<file path="src/rtl/usrt_pkg.sv">
// Shared USRT definitions: parity encodings, FSM states, legal parameter ranges.
// Used by the transmitter and the parity generator.
package usrt_pkg;

    localparam logic [1:0] PAR_NONE = 2'b00;
    localparam logic [1:0] PAR_ODD  = 2'b01;
    localparam logic [1:0] PAR_EVEN = 2'b10;

    localparam int DW_MIN = 5;
    localparam int DW_MAX = 16;
    localparam int SB_MIN = 1;
    localparam int SB_MAX = 2;

    typedef enum logic [2:0] {
        S_IDLE,
        S_START,
        S_DATA,
        S_PARITY,
        S_STOP
    } state_e;

    function automatic logic par_en(input logic [1:0] mode);
        return (mode == PAR_ODD) || (mode == PAR_EVEN);
    endfunction

    function automatic bit cfg_ok(input int dw, input int sb);
        return (dw >= DW_MIN) && (dw <= DW_MAX) &&
               (sb >= SB_MIN) && (sb <= SB_MAX);
    endfunction

endpackage

</file>
<file path="src/rtl/usrt_parity_gen.sv">
// Combinational parity bit over DATA_WIDTH data bits.
// Zero when the mode selects no parity.
module usrt_parity_gen
    import usrt_pkg::*;
#(
    parameter int DATA_WIDTH = 8
) (
    input  logic [DATA_WIDTH-1:0] i_Data,
    input  logic [1:0]            i_Mode,
    output logic                  o_Parity
);

    always_comb begin
        o_Parity = 1'b0;
        case (i_Mode)
            PAR_ODD:  o_Parity = ~^i_Data;
            PAR_EVEN: o_Parity = ^i_Data;
            default:  o_Parity = 1'b0;
        endcase
    end

endmodule

</file>
<file path="src/rtl/usrt_tx_serializer.sv">
// USRT transmitter: start, DATA_WIDTH bits LSB first, optional parity, stop.
// Define USRT_TX_BITEN_EN to add the i_BitEn bit-enable input.
module usrt_tx_serializer
    import usrt_pkg::*;
#(
    parameter int DATA_WIDTH = 8,
    parameter int STOP_BITS  = 1
) (
    input  logic                  i_Pclk,
    input  logic                  i_Rst_n,
    input  logic [1:0]            i_Parity,
    input  logic [DATA_WIDTH-1:0] i_Data,
    input  logic                  i_Valid,
`ifdef USRT_TX_BITEN_EN
    input  logic                  i_BitEn,
`endif
    output logic                  o_Ready,
    output logic                  o_Tx,
    output logic                  o_Busy,
    output logic                  o_Done
);

    localparam int CW = $clog2(DATA_WIDTH);

    state_e                  state_q, state_d;
    logic [DATA_WIDTH-1:0]   shift_q, shift_d;
    logic [CW-1:0]           cnt_q, cnt_d;
    logic [1:0]              mode_q, mode_d;
    logic                    par_q, par_d;
    logic                    tx_q, tx_d;
    logic                    busy_q, busy_d;
    logic                    done_q, done_d;
    logic                    par_calc;
    logic                    adv;
    logic                    last_stop;
    logic                    accept;

    usrt_parity_gen #(
        .DATA_WIDTH(DATA_WIDTH)
    ) u_par (
        .i_Data  (i_Data),
        .i_Mode  (i_Parity),
        .o_Parity(par_calc)
    );

`ifdef USRT_TX_BITEN_EN
    assign adv    = i_BitEn;
    assign o_Done = done_q && i_BitEn;
`else
    assign adv    = 1'b1;
    assign o_Done = done_q;
`endif

    assign last_stop = (state_q == S_STOP) && (cnt_q == CW'(STOP_BITS - 1));
    assign o_Ready   = (state_q == S_IDLE) || (last_stop && adv);
    assign accept    = i_Valid && o_Ready;
    assign o_Tx      = tx_q;
    assign o_Busy    = busy_q;

    always_comb begin
        state_d = state_q;
        shift_d = shift_q;
        cnt_d   = cnt_q;
        mode_d  = mode_q;
        par_d   = par_q;
        if (accept) begin
            state_d = S_START;
            shift_d = i_Data;
            mode_d  = i_Parity;
            par_d   = par_calc;
            cnt_d   = '0;
        end else if (adv) begin
            unique case (state_q)
                S_IDLE: ;
                S_START: begin
                    state_d = S_DATA;
                    cnt_d   = '0;
                end
                S_DATA: begin
                    if (cnt_q == CW'(DATA_WIDTH - 1)) begin
                        state_d = par_en(mode_q) ? S_PARITY : S_STOP;
                        cnt_d   = '0;
                    end else begin
                        cnt_d   = cnt_q + CW'(1);
                        shift_d = shift_q >> 1;
                    end
                end
                S_PARITY: begin
                    state_d = S_STOP;
                    cnt_d   = '0;
                end
                S_STOP: begin
                    if (last_stop) state_d = S_IDLE;
                    else           cnt_d   = cnt_q + CW'(1);
                end
                default: state_d = S_IDLE;
            endcase
        end
    end

    // Line value is registered from the next state so it changes with the state.
    always_comb begin
        tx_d = 1'b1;
        case (state_d)
            S_START:  tx_d = 1'b0;
            S_DATA:   tx_d = shift_d[0];
            S_PARITY: tx_d = par_d;
            default:  tx_d = 1'b1;
        endcase
        busy_d = (state_d != S_IDLE);
        done_d = (state_d == S_STOP) && (cnt_d == CW'(STOP_BITS - 1));
    end

    always_ff @(posedge i_Pclk or negedge i_Rst_n) begin
        if (!i_Rst_n) begin
            state_q <= S_IDLE;
            shift_q <= '0;
            cnt_q   <= '0;
            mode_q  <= PAR_NONE;
            par_q   <= 1'b0;
            tx_q    <= 1'b1;
            busy_q  <= 1'b0;
            done_q  <= 1'b0;
        end else begin
            state_q <= state_d;
            shift_q <= shift_d;
            cnt_q   <= cnt_d;
            mode_q  <= mode_d;
            par_q   <= par_d;
            tx_q    <= tx_d;
            busy_q  <= busy_d;
            done_q  <= done_d;
        end
    end

endmodule

</file>
<file path="config.mk">
export PLATFORM = sky130hd
export DESIGN_NAME = usrt_tx_serializer
export DESIGN_NICKNAME = d
export VERILOG_FILES = /design/src/rtl/usrt_pkg.sv /design/src/rtl/usrt_parity_gen.sv /design/src/rtl/usrt_tx_serializer.sv
export SDC_FILE = /design/constraint.sdc
export NUM_CORES = 1
export LEC_CHECK = 0
export BUFFER_PORTS_ARGS = -buffer_cell sky130_fd_sc_hd__buf_2
export CAP_MARGIN = 20
export CORE_MARGIN = 5
export CORE_UTILIZATION = 55
export DETAILED_ROUTE_END_ITERATION = 16
export GPL_ROUTABILITY_DRIVEN = 0
export HOLD_SLACK_MARGIN = 0.1
export PLACE_DENSITY = 0.9
export SYNTH_ARGS = -nofsm -noshare
export SYNTH_HDL_FRONTEND = slang
export SYNTH_HIERARCHICAL = 1
export SYNTH_SLANG_ARGS = --single-unit
</file>
<file path="constraint.sdc">
create_clock -name i_Pclk -period 5 [get_ports i_Pclk]
set_input_delay 1 -clock i_Pclk [delete_from_list [all_inputs] [get_ports i_Pclk]]
set_output_delay 1 -clock i_Pclk [all_outputs]
set_load 0.05 [all_outputs]
</file>
Word level (Yosys, flattened, before mapping)

Index checks and enable logic that the tools add are counted.

Register bits after elaboration: 20
Input bits: 13
Output and inout port bits: 4
Logic and storage cells: 53

Add/subtract/negate cells: 1
Eq/ne operators: 14
Muxes and demuxes: 15
Reduce and logical (&&, ||, !) cells: 14

Operator list:

| kind                                                 | count |
|---|---|
| 2-to-1 mux 8 bit                                     | 3 |
| 2-to-1 mux 3 bit                                     | 7 |
| case mux 3 bit (5 select lines)                      | 1 |
| equality test 3 x 2 -> 1 bit (second input constant) | 4 |
| equality test 3 bit (second input constant)          | 3 |
| logical NOT 3 bit                                    | 3 |
| case mux 3 bit (3 select lines)                      | 1 |
| XNOR reduction 8 bit                                 | 1 |
| parity 8 bit                                         | 1 |
| equality test 3 x 1 -> 1 bit (second input constant) | 2 |
| equality test 2 x 1 -> 1 bit (second input constant) | 2 |
| equality test 2 bit (second input constant)          | 2 |
| adder 3 x 1 -> 3 bit (second input constant)         | 1 |
| logical AND 1 bit                                    | 3 |
| case mux 1 bit (3 select lines)                      | 1 |
| nonzero test 3 bit                                   | 1 |
| logical OR 1 bit                                     | 2 |
| inequality test 2 bit (second input constant)        | 1 |
| case mux 1 bit (2 select lines)                      | 1 |
| AND reduction 2 bit                                  | 1 |
| nonzero test 2 bit                                   | 1 |
| OR reduction 2 bit                                   | 1 |
| 2-to-1 mux 1 bit                                     | 1 |

Logic depth before layout (Yosys ltp)

Depth after elaboration: 8
Gate-level depth with buffers: 7
Gate-level depth less buffers: 7

Hierarchy

Netlist, hierarchy kept.

Modules (own cells, without submodules):

| module             | times used | cells an instance | area each (µm²) | seq. area each (µm²) |
|---|---|---|---|---|
| usrt_tx_serializer | 1          | 101               | 1017.2          | 501.7 |
| usrt_parity_gen    | 1          | 10                | 83.8            | 0.0 |

Least setup slack after synthesis

No wires, ideal clock.

Kind: reg2out
From: register state_q[0]
To: output o_Ready
Data arrival time: 1.622 ns
Required time: 4.000 ns
Path slack: 2.378 ns
Stages on the path, launching flop included: 5
Buffers on the path: 2
Cell sequence: dfrtp_1 -> buf_6 -> or2_1 -> buf_6 -> a21oi_1

Longest elaborated chain between the ends: 3
Elaborated cells between the ends (all ways): 4
Classes of those cells: eq/ne: 1; reduce/logical: 3

RTL lines:

| element                | RTL line                  | source |
|---|---|---|
| start, declared        | usrt_tx_serializer.sv:25  | `state_e state_q, state_d;` |
| start signal, assigned | usrt_tx_serializer.sv:125 | `state_q <= state_d;` |
| equality test 3 bit    | usrt_tx_serializer.sv:54  | `assign last_stop = (state_q == S_STOP) && (cnt_q == CW'(STOP_BITS - 1));` |
| logical AND 1 bit      | usrt_tx_serializer.sv:54  |  |
| logical OR 1 bit (*)   | usrt_tx_serializer.sv:55  | `assign o_Ready = (state_q == S_IDLE) \|\| (last_stop && adv);` |
| end, declared          | usrt_tx_serializer.sv:17  | `output logic o_Ready,` |

Mark *: on every way between the ends. The rest lies on a longest branch, timed or not.

Worst setup path in the final report

Same ends and word-level chain as after synthesis.

==> run summary <==
status: finished, final reports clean
total gr overflow: 0
Final Cycle Share: 0.527
Max Cap Viol: 0
share of layout cells above drive strength 1: 0.205
CP required: 4.00 ns
synth top area cells: dfrtp_1, nand2_1, xnor2_1, a22oi_1, mux2i_1
slew margin rel.: 0.570
via count: 847
DRC Markers: 0
Die X: 54.7 um
arrival time at the worst endpoint: 1.64 ns
R2R setup slack: 2.91 ns
final-report hold violation count: 0
Clock Path Buffers: 2
Hold Crit Endpoint: shift_q[3]$_DFFE_PN0P_
Slew Viols, Final: 0
Yosys cell types: 32
Hold WC Path Type: reg -> reg
hold-fix buffers at CTS: 0
switching share of power: 0.424
Worst-path clk slew: 0.12 ns
Die Area: 0.00300 mm2
initial core utilization: 0.567
CTS tree: yes
worst r2r path cells: 6
core area: 0.00194 mm2
Setup CP Type: reg -> out
drt wl/cell: 13.5 um
Hold Path Depth: 2
setup TNS: 0 ns
# setup viols final: 0
CP max FO: 9
Worst setup EP type: output pin
Pwr Density: 641 mW/mm2
Clock Power Share: 0.165
final WL: 2080 um
CTS root buf: clkbuf_4
worst min-delay path startpoint: shift_q[3]$_DFFE_PN0P_
Seq/Total Area, Yosys: 0.456
final std cell area, no fill: 0.00123 mm2
P&R area growth vs syn: 12.2%
I/O pin cnt: 17
PostCTS Resize Cnt: 0
Detail Placement HPWL: 1520 um
Psw: 0.336 mW
Multi-input gate area: 548 um2
first-pass GRT wire length: 3650 um
Post-CTS Setup Inserts: 0
Yosys warnings: 6
Synth async-reset ratio: 1.00
Flop pwr share: 0.364
ANT cells: 0
number of global-route vias before repair: 807
Reg area: 502 um2
DRT Pass-1 Iters: 4
fillers: 162
Leak Pwr: 0.579 nW
most frequent cells after synthesis: nand2_1, dfrtp_1, xnor2_1
port bufs: 16
Die Height: 54.7 um
# H-tree levels: 1
#FFs+latches synth: 20
cell area after synthesis: 0.00110 mm2
DRT iter0 DRCs: 19
Mapped Nets: 127
gate count after technology mapping: 111
Std-Cell Rows: 16
Routed Antenna Nets: 0
Combinational Power Share: 0.471
placed cell areas: 0.00118 mm2
total track usage: 0.170
ys flop type: dfrtp_1
most numerous cell in the Yosys netlist: nand2_1
Worst R2R End: o_Tx$_DFF_PN1_
fin crit period: 2.64 ns
minimum hold slack: 0.499 ns
number of flops mapped to enable cells by yosys: 0
Setup crit start kind: flop
Synth top area share: 0.432
Internal Power: 0.456 mW
CTS buffer count: 3
Final nets: 144
Mean Syn Cell Area: 9.92 um2
cell taking the most area after synthesis: dfrtp_1
Max VDD drop: 326 uV
Worst-Margin Slew: 0.641 ns
initial antenna violation count: 0
Clock Sinks: 20
RR Startpoint: cnt_q[0]$_DFF_PN0_
Via-to-Cell Ratio: 5.50
worst-skew pair later-pin latency: 0.30 ns
RSZ-0062 raised after global routing: no
Highest Clock Rate: 379 MHz
largest net degree at the start of global routing: 21
Clock Skew: 0.0139 ns
-- logic make-up (layout without fill, tap and decap cells) --
family,after synthesis,in the layout,share of synthesized area
AND/OR/NAND/NOR,43,43,0.195
AO/OA/AOI/OAI,22,22,0.147
buffers and inverters,9,25,0.0466
adder cells (fa/ha/maj),3,3,0.0341
XOR/XNOR,9,9,0.0716
multiplexers,5,5,0.0500
flip-flops,20,20,0.456
-- sequential cells by signal, indices dropped and copies added, names as in the netlist --
name / cells
shift_q: 8
cnt_q: 3
state_q: 3
mode_q: 2
o_Busy: 1
o_Done: 1
o_Tx: 1
par_q: 1
-- critical path, cell delays in order (launching register included) --
cell and delay [ns]:
dfrtp_1 0.49, or2_1 0.36, a21oi_1 0.19, buf_2 0.29
-- cell type report --
class                   instances  share of cell area
clock buffers                   3              0.0182
clock inverters                 1              0.0243
repair buffers                 16              0.0648
well taps                      27              0.0274
flip-flops and latches         20               0.406
multi-input cells              82               0.444
inverters                       5              0.0152
-- layout by cell type (no fill, tap or decap), types with 2 or more instances in the layout --
cell,count
a22oi_1,6
buf_2,16
o21ai_0,2
nand2b_1,6
mux2i_1,4
xnor2_1,9
a21oi_1,7
clkbuf_4,3
nor2_1,3
dfrtp_1,19
nand2_1,24
ha_1,3
inv_1,5
-- stage by stage --
step / worst slack [ns] / instances / utilization / total power [mW]
2_1_floorplan: 2.38 / 111 / - / 0.596
3_3_place_gp: 2.74 / 150 / 0.609 / 0.643
3_5_place_dp: 2.71 / 150 / 0.609 / 0.664
4_1_cts: 2.37 / 154 / 0.636 / 0.794
5_1_grt: 2.27 / 154 / 0.636 / 0.851
6_report: 2.36 / 154 / 0.636 / 0.792
-- power by group through the flow --
stage	registers, mW	clock network (mW)	logic [mW]
final	0.288	0.130	0.373
after global routing	0.297	0.138	0.416
after CTS	0.288	0.132	0.375
after detailed placement	0.291	0	0.373
after global placement	0.287	0	0.356
after floorplan	0.305	0	0.291
-- worst max-delay path by stage --
| stage | depth (start not counted) | to | from |
|---|---|---|---|
| 2_1_floorplan | 4 | o_Ready | state_q[0]$_DFF_PN0_ |
| 3_3_place_gp | 3 | o_Ready | state_q[0]$_DFF_PN0_ |
| 3_5_place_dp | 8 | o_Tx$_DFF_PN1_ | i_Data[1] |
| 4_1_cts | 3 | o_Ready | state_q[0]$_DFF_PN0_ |
| 5_1_grt | 3 | o_Ready | state_q[0]$_DFF_PN0_ |
| 6_report | 3 | o_Ready | state_q[0]$_DFF_PN0_ |
-- per-layer routing --
layer  wire length, um  part of all wire  track usage
met5                 0                 0            0
met2               991              0.48        0.262
met4                26             0.012       0.0581
met3               102             0.049       0.0436
met1               964              0.46        0.231
Note: power is estimated with default switching activity, not from simulation.
